[src/rtl/mem_arbiter.sv]
// mem_arbiter
//   Shares the single-port unified instruction/data memory between the
//   instruction-fetch port (read-only) and the load/store data port.
//   Fixed priority with data over fetch. Fetch is forced to win once it has
//   lost MAX_WAIT consecutive arbitrations to data.
//   Each access takes one SERVE cycle, in which the memory address, write
//   data and write enable are driven, followed by one RESP cycle, in which
//   the granted requester sees a single-cycle ack.
//
// Parameters
//   DEPTH     number of valid memory words; an address >= DEPTH is out of range
//   MAX_WAIT  consecutive losses fetch tolerates before it is forced to win (1..15)
//
// Ports
//   Clk, Reset                      clock (rising edge), synchronous active-high reset
//   i_req, i_addr                   fetch request and word address
//   i_ack, i_rdata, i_err           fetch completion pulse, read data, out-of-range flag
//   d_req, d_we, d_addr, d_wdata    data request, store select, word address, store data
//   d_ack, d_rdata, d_err           data completion pulse, load data, out-of-range flag
//   mem_addr, mem_wdata, mem_we     memory Address / writeData / writeEnable
//   mem_rdata                       memory MemData (combinational read)
//   conflict_cnt                    exists only when MEM_ARB_PERF_EN is defined; counts
//                                   arbitrations where both requests are high (saturating)
//
// Build option
//   MEM_ARB_PERF_EN  adds the conflict_cnt output and its counter
//
// States
//   state   | meaning
//   IDLE    | waiting for a request; arbitration happens here
//   SERVE_I | memory driven with the fetch address; fetch response captured
//   SERVE_D | memory driven with the data access; data response captured
//   RESP    | ack pulse to the granted requester

module mem_arbiter #(
  parameter int DEPTH    = 1024,
  parameter int MAX_WAIT = 3
) (
  input  logic        Clk,
  input  logic        Reset,
  input  logic        i_req,
  input  logic [31:0] i_addr,
  output logic        i_ack,
  output logic [31:0] i_rdata,
  output logic        i_err,
  input  logic        d_req,
  input  logic        d_we,
  input  logic [31:0] d_addr,
  input  logic [31:0] d_wdata,
  output logic        d_ack,
  output logic [31:0] d_rdata,
  output logic        d_err,
  output logic [31:0] mem_addr,
  output logic [31:0] mem_wdata,
  output logic        mem_we,
  input  logic [31:0] mem_rdata
`ifdef MEM_ARB_PERF_EN
  ,
  output logic [15:0] conflict_cnt
`endif
);

  typedef enum logic [1:0] {
    IDLE    = 2'd0,
    SERVE_I = 2'd1,
    SERVE_D = 2'd2,
    RESP    = 2'd3
  } state_t;

  localparam logic [31:0] DEPTH_W    = 32'(DEPTH);
  localparam logic [3:0]  MAX_WAIT_W = 4'(MAX_WAIT);

  state_t      state, state_nxt;
  logic        grant_d, grant_d_nxt;   // 1 = data holds the grant, 0 = fetch
  logic [3:0]  wait_cnt, wait_cnt_nxt;
  logic        i_in_range, d_in_range;
  logic        fetch_forced;

  assign i_in_range   = (i_addr < DEPTH_W);
  assign d_in_range   = (d_addr < DEPTH_W);
  assign fetch_forced = i_req && (wait_cnt == MAX_WAIT_W);

  // Ack is a decode of RESP and the latched grant, so a reset during
  // SERVE can never produce a stray ack.
  assign i_ack = (state == RESP) && !grant_d;
  assign d_ack = (state == RESP) &&  grant_d;

  always_comb begin
    state_nxt    = state;
    grant_d_nxt  = grant_d;
    wait_cnt_nxt = wait_cnt;
    mem_addr     = 32'd0;
    mem_wdata    = 32'd0;
    mem_we       = 1'b0;
    case (state)
      IDLE: begin
        if (d_req && !fetch_forced) begin
          state_nxt   = SERVE_D;
          grant_d_nxt = 1'b1;
          if (i_req && (wait_cnt < MAX_WAIT_W)) begin
            wait_cnt_nxt = wait_cnt + 4'd1;
          end
        end else if (i_req) begin
          state_nxt    = SERVE_I;
          grant_d_nxt  = 1'b0;
          wait_cnt_nxt = 4'd0;
        end
      end
      SERVE_I: begin
        mem_addr  = i_addr;
        state_nxt = RESP;
      end
      SERVE_D: begin
        mem_addr  = d_addr;
        mem_wdata = d_wdata;
        // Reset gates the enable directly so an abandoned store never lands.
        mem_we    = d_we && d_in_range && !Reset;
        state_nxt = RESP;
      end
      RESP: begin
        state_nxt = IDLE;
      end
      default: begin
        state_nxt = IDLE;
      end
    endcase
  end

  always_ff @(posedge Clk) begin
    if (Reset) begin
      state    <= IDLE;
      grant_d  <= 1'b0;
      wait_cnt <= 4'd0;
      i_rdata  <= 32'd0;
      i_err    <= 1'b0;
      d_rdata  <= 32'd0;
      d_err    <= 1'b0;
    end else begin
      state    <= state_nxt;
      grant_d  <= grant_d_nxt;
      wait_cnt <= wait_cnt_nxt;
      if (state == SERVE_I) begin
        i_rdata <= i_in_range ? mem_rdata : 32'd0;
        i_err   <= !i_in_range;
      end
      if (state == SERVE_D) begin
        d_rdata <= (!d_we && d_in_range) ? mem_rdata : 32'd0;
        d_err   <= !d_in_range;
      end
    end
  end

`ifdef MEM_ARB_PERF_EN
  always_ff @(posedge Clk) begin
    if (Reset) begin
      conflict_cnt <= 16'd0;
    end else if ((state == IDLE) && i_req && d_req && (conflict_cnt != 16'hFFFF)) begin
      conflict_cnt <= conflict_cnt + 16'd1;
    end
  end
`endif

endmodule

[config.mk]
export PLATFORM = sky130hd
export DESIGN_NAME = mem_arbiter
export DESIGN_NICKNAME = d
export VERILOG_FILES = /design/src/rtl/mem_arbiter.sv
export SDC_FILE = /design/constraint.sdc
export NUM_CORES = 1
export LEC_CHECK = 0
export ABC_CLOCK_PERIOD_IN_PS = 2000
export CAP_MARGIN = 20
export CORE_MARGIN = 1
export CORE_UTILIZATION = 38
export DETAILED_ROUTE_END_ITERATION = 8
export GPL_ROUTABILITY_DRIVEN = 0
export PLACE_DENSITY = 0.79
export RECOVER_POWER = 25
export SYNTH_ARGS = -nofsm -noshare
export SYNTH_HDL_FRONTEND = slang
export SYNTH_SLANG_ARGS = --single-unit
export TNS_END_PERCENT = 50
[constraint.sdc]
create_clock -name Clk -period 2 [get_ports Clk]
set_input_delay 0.3 -clock Clk [delete_from_list [all_inputs] [get_ports Clk]]
set_output_delay 0.3 -clock Clk [all_outputs]
set_load 0.02 [all_outputs]
* Word-level counts from Yosys, hierarchy flattened *
Index checks and enable logic that the tools add are counted.

word-level totals
  logic and storage cells = 49
  register bits = 73
  bits of input ports = 133

operators by class
  reduce and logical (&&, ||, !) cells = 19
  eq/ne operators = 6
  add/sub/neg operators = 1
  order comparisons = 3
  muxes and demuxes = 13

operator list
  cell                                                  number
  two-way mux 32 bit                                    3
  < comparator 32 x 11 -> 1 bit, second input constant  2
  one-hot mux 32 bit (2 select lines)                   1
  two-way mux 4 bit                                     3
  logical AND 1 bit                                     8
  zero test 1 bit                                       6
  one-hot mux 2 bit (3 select lines)                    1
  adder 4 x 1 -> 4 bit, second input constant           1
  equality test 2 bit, second input constant            2
  equality test 4 x 2 -> 1 bit, second input constant   1
  < comparator 4 x 2 -> 1 bit, second input constant    1
  two-way mux 2 bit                                     2
  two-way mux 1 bit                                     3
  != test 3 bit, second input constant                  1
  AND reduction 3 bit                                   1
  equality test 2 x 1 -> 1 bit, second input constant   1
  zero test 2 bit                                       1
  != test 2 x 1 -> 1 bit, second input constant         1
  AND reduction 2 bit                                   1
  nonzero test 2 bit                                    1
  OR reduction 2 bit                                    1

* Logic depth before layout (Yosys ltp) *
  depth after elaboration = 6
  gate-level depth with buffers = 8
  depth with buffers taken out = 5

* Worst setup path after synthesis *
OpenSTA, ideal clock, no wires.

  path type = reg2out
  start = reg state[1]
  end = out mem_addr[13]
  data required time = 1700 ps
  cell stages (with the launch flop) = 7
  data arrival time = 1597 ps
  slack = 103 ps
  path through = dfxtp_1 > inv_1 > ha_1 > clkbuf_1 > buf_1 > a22oi_1 > nor2b_1

between the ends
  word-level cells in the longest chain between the ends = 2
  elaborated cells between the ends (all ways) = 3
  those cells by class = eq/ne: 2; mux: 1

ends and longest elaborated chain
  element                                                                     line  text
  start: declaration                                                          73    state_t state, state_nxt;
  start signal: assignment                                                    139   state <= state_nxt;
  equality test 2 bit / equality test 2 x 1 -> 1 bit (equally long branches)  95    case (state)
  one-hot mux 32 bit (2 select lines) *                                       95
  end: declaration                                                            53    output logic [31:0] mem_addr,

Every way passes the cells marked *; elsewhere a longest branch is shown, timed or not.

* Final worst setup path *
  start = in d_addr[27]
  end = out mem_we

between the ends
  word-level cells in the longest chain between the ends = 4

ends and longest elaborated chain
  element                         line  text
  start: declaration              48    input logic [31:0] d_addr,
  < comparator 32 x 11 -> 1 bit   80    assign d_in_range = (d_addr < DEPTH_W);
  logical AND 1 bit (2 in a row)  117   mem_we = d_we && d_in_range && !Reset;
  two-way mux 1 bit               95
  end: declaration                55    output logic mem_we,

No other way between the ends.

==> flow_summary.yaml <==
status:
  status: "finished, violations left"
  violations: "setup timing"
finish:
  final_util: 0.694
  final_area_sq_um: 7650
  diodes: 0
  multi_input_area_sq_um: 2640
  syn_to_final_growth_pct: 75.4
  regArea_sq_um: 1460
  instances_no_fill: 887
  nets: 881
  fill_cells: 901
  drive_above_1_share: 0.249
placement:
  place_hpwl_microns: 12700
  dpl_cell_area_sq_um: 7320
  dpl_worst_slack_ns: -0.122
  io_buffer_count: 265
  placedCellCount: 863
timing:
  min_period_ns: 2.11
  setup_viol: 3
  worst_pin_slew_ns: 0.462
  grt_setup_unrepaired: "true"
  hold_viol: 0
  slew_viol_final: 0
  slew_headroom: 0.692
  setup_tns_ns: -0.136
  period_share: 1.06
  fmax_mhz: 473
  timing.hold.ws_ns: 0.251
  finClkSkew_ns: 0.00544
  setup_ws_ns: -0.113
grt:
  track_usage: 0.278
  overflow: 0
  use_met1: 0.284
  grt_max_degree: 98
  grtUsageMet2: 0.518
  top_usage_layer: "met2"
  antenna_found_initial: 0
  use_met3: 0.0735
  grt_pass1_vias: 4846
  grt_pass1_wl_microns: 25100
setup_path:
  cpLargestDelayFamily: "simple AND/OR/NAND/NOR gates"
  crit_path_top_delay_cell: "or4_4"
  slowest_delay_ns: 0.59
  setup.worst_path.start_class: "input port"
  r2r-start: "state[0]$_SDFFE_PP0P_"
  crit_path_start: "d_addr[27]"
  cp-endpoint: "mem_we"
  cp_data_arrival_time_ns: 1.81
  required_ns: 1.70
  crit_buf_inv: 2
  cp.depth: 5
  path_max_fanout: 3
  crit_chain: "clkdlybuf4s50_1 -> or4_4 -> nor2_8 -> and4_1 -> buf_6"
  cp-end-kind: "primary output"
  r2r_end: "d_rdata[14]$_SDFFE_PP0N_"
  reg2reg_depth: 8
  reg2reg_slack_ns: 0.14
  path_class: "input port to primary output"
clock_tree:
  clk_path_buf_depth: 2
  clkSinkCount: 73
  cts-root-buf: "clkbuf_16"
  cts_tree: "done"
  cts_htree_levels: 3
  path_clk_slew_ns: 0.05
  clk_latency_ns: 0.32
  cts_hold_buffers: 0
  numCtsBuffers: 9
die:
  start_util: 0.395
  fp-row-count: 38
  io-pin-count: 266
  coreArea_sq_um: 11000
  die_y_microns: 109
  fp.dieW_microns: 109
  die-area_sq_um: 11900
synthesis:
  syn_inst: 473
  synth_flop_cell: "dfxtp_1"
  yosys_warnings: 0
  ys_seq_elements: 73
  synth_async_sr_flop_share: 0
  synthesis.nets: 612
  synth-seq-area-share: 0.335
  netlist_area_sq_um: 4360
  synth_cell_types: 44
  synth_edf_count: 0
  avgSynthCellArea_sq_um: 9.22
routing:
  vias: 4790
  drt_wl_total_microns: 17300
  ant_nets: 0
  wl_per_cell_microns: 19.5
  first_pass_iters: 4
  route.detailed.drc: 0
  viasPerCell: 5.40
  drt_iter0_drc: 277
power_and_ir_drop:
  leakage_nw: 3.34
  power_density_nw_per_um2: 795
  power.total_mw: 6.08
  peakVddDrop_mv: 0.513
hold_path:
  hp-class: "input port to register"
run:
  drv_cap: 0
Yosys cell counts, drive strengths merged, types with 2 or more instances:
| cell type | n | area (sq um) |
|---|---|---|
| and4 | 2 | 17.5 |
| and2 | 35 | 219 |
| clkbuf | 32 | 120 |
| a211oi | 3 | 22.5 |
| a31oi | 2 | 12.5 |
| ha | 6 | 75.1 |
| a22oi | 32 | 240 |
| nor2 | 4 | 31.3 |
| nor3 | 35 | 175 |
| nand4 | 2 | 18.8 |
| o21ai | 2 | 10.0 |
| o41ai | 32 | 498 |
| nor3b | 33 | 248 |
| nor4 | 6 | 50.0 |
| inv | 37 | 139 |
| nand3b | 32 | 240 |
| dfxtp | 73 | 1460 |
| buf | 21 | 139 |
| nor4b | 2 | 32.5 |
| a31o | 32 | 280 |
| or4 | 2 | 22.5 |
| nor2b | 33 | 206 |
| nand2 | 4 | 15.0 |
cells by family (layout without fill, tap and decap cells):
logic type | count (synthesis) | after routing | synth area share
adder cells (fa/ha/maj) | 6 | 6 | 0.0172
buffers and inverters | 90 | 364 | 0.0912
AO/OA/AOI/OAI | 110 | 110 | 0.257
AND/OR/NAND/NOR | 194 | 194 | 0.299
flip-flops | 73 | 73 | 0.335
metal layers:
metal | vias to the layer above | part of all wire
li1 | 2275 | -
met2 | 187 | 0.54
met3 | 42 | 0.082
met4 | 0 | 0.034
met1 | 2286 | 0.35
met5 | - | 0
worst min path at each step:
stage / slack (ns) / depth (start not counted) / startpoint / to
global route: 0.25 / 2 / Reset / wait_cnt[3]$_SDFFE_PP0P_
finish: 0.25 / 2 / Reset / wait_cnt[3]$_SDFFE_PP0P_
global placement: 0.47 / 2 / i_rdata[28]$_SDFFE_PP0N_ / i_rdata[28]$_SDFFE_PP0N_
CTS: 0.23 / 2 / Reset / wait_cnt[3]$_SDFFE_PP0P_
detailed placement: 0.48 / 2 / i_rdata[26]$_SDFFE_PP0N_ / i_rdata[26]$_SDFFE_PP0N_
floorplan: 0.46 / 2 / wait_cnt[1]$_SDFFE_PP0P_ / wait_cnt[1]$_SDFFE_PP0P_
worst reg2reg max path, delay by kind of cell, from the launching register on:
kind | cells | cell delay [ns]
compound gates | 1 | 0.24
buf+inv | 4 | 0.64
simple gates | 2 | 0.41
fa+ha+maj | 1 | 0.20
flops | 1 | 0.32
sequential cells by signal, summed over array words and instances, names as in the netlist:
name      cells
d_rdata      32
d_err         1
wait_cnt      4
i_rdata      32
grant_d       1
i_err         1
state         2
what timing repair did:
| item | CTS | global route |
|---|---|---|
| buffers inserted | 5 | 1 |
| pin swaps | 3 | 1 |
| cloned | 2 | 0 |
| endpoints found under the setup margin | 100 | 28 |
| gates resized for setup | 158 | 31 |
cells in the final DEF, fill, tap and decap left out, types with 3 or more instances in the layout:
cell	n
clkdlybuf4s50_1	150
dfxtp_1	71
nor3_1	35
buf_2	30
a211oi_1	3
nor3b_1	33
and2_1	34
o41ai_2	29
clkbuf_16	9
nand3b_1	32
o41ai_1	3
a22oi_2	17
nand2_1	3
dlygate4sd3_1	47
dlygate4sd2_1	33
a31o_2	28
buf_12	7
nor2b_1	33
buf_4	36
nor2_1	3
a22oi_1	15
buf_6	3
ha_4	3
a31o_1	4
ha_1	3
nor4_1	4
clkbuf_1	3
inv_2	3
inv_1	34
power breakdown:
part | internal, mW | switching (mW)
combinational | 1.52 | 1.57
sequential | 1.50 | 0.0346
clock | 0.906 | 0.555
total | 3.92 | 2.16
layout make-up:
type / count / area share
repair buffers: 311 / 0.386
multi-input cells: 310 / 0.345
flip-flops and latches: 73 / 0.191
clock buffers: 14 / 0.0345
well taps: 140 / 0.0229
inverters: 37 / 0.0182
clock inverters: 2 / 0.00164
Power figures use the tool's default switching activity.
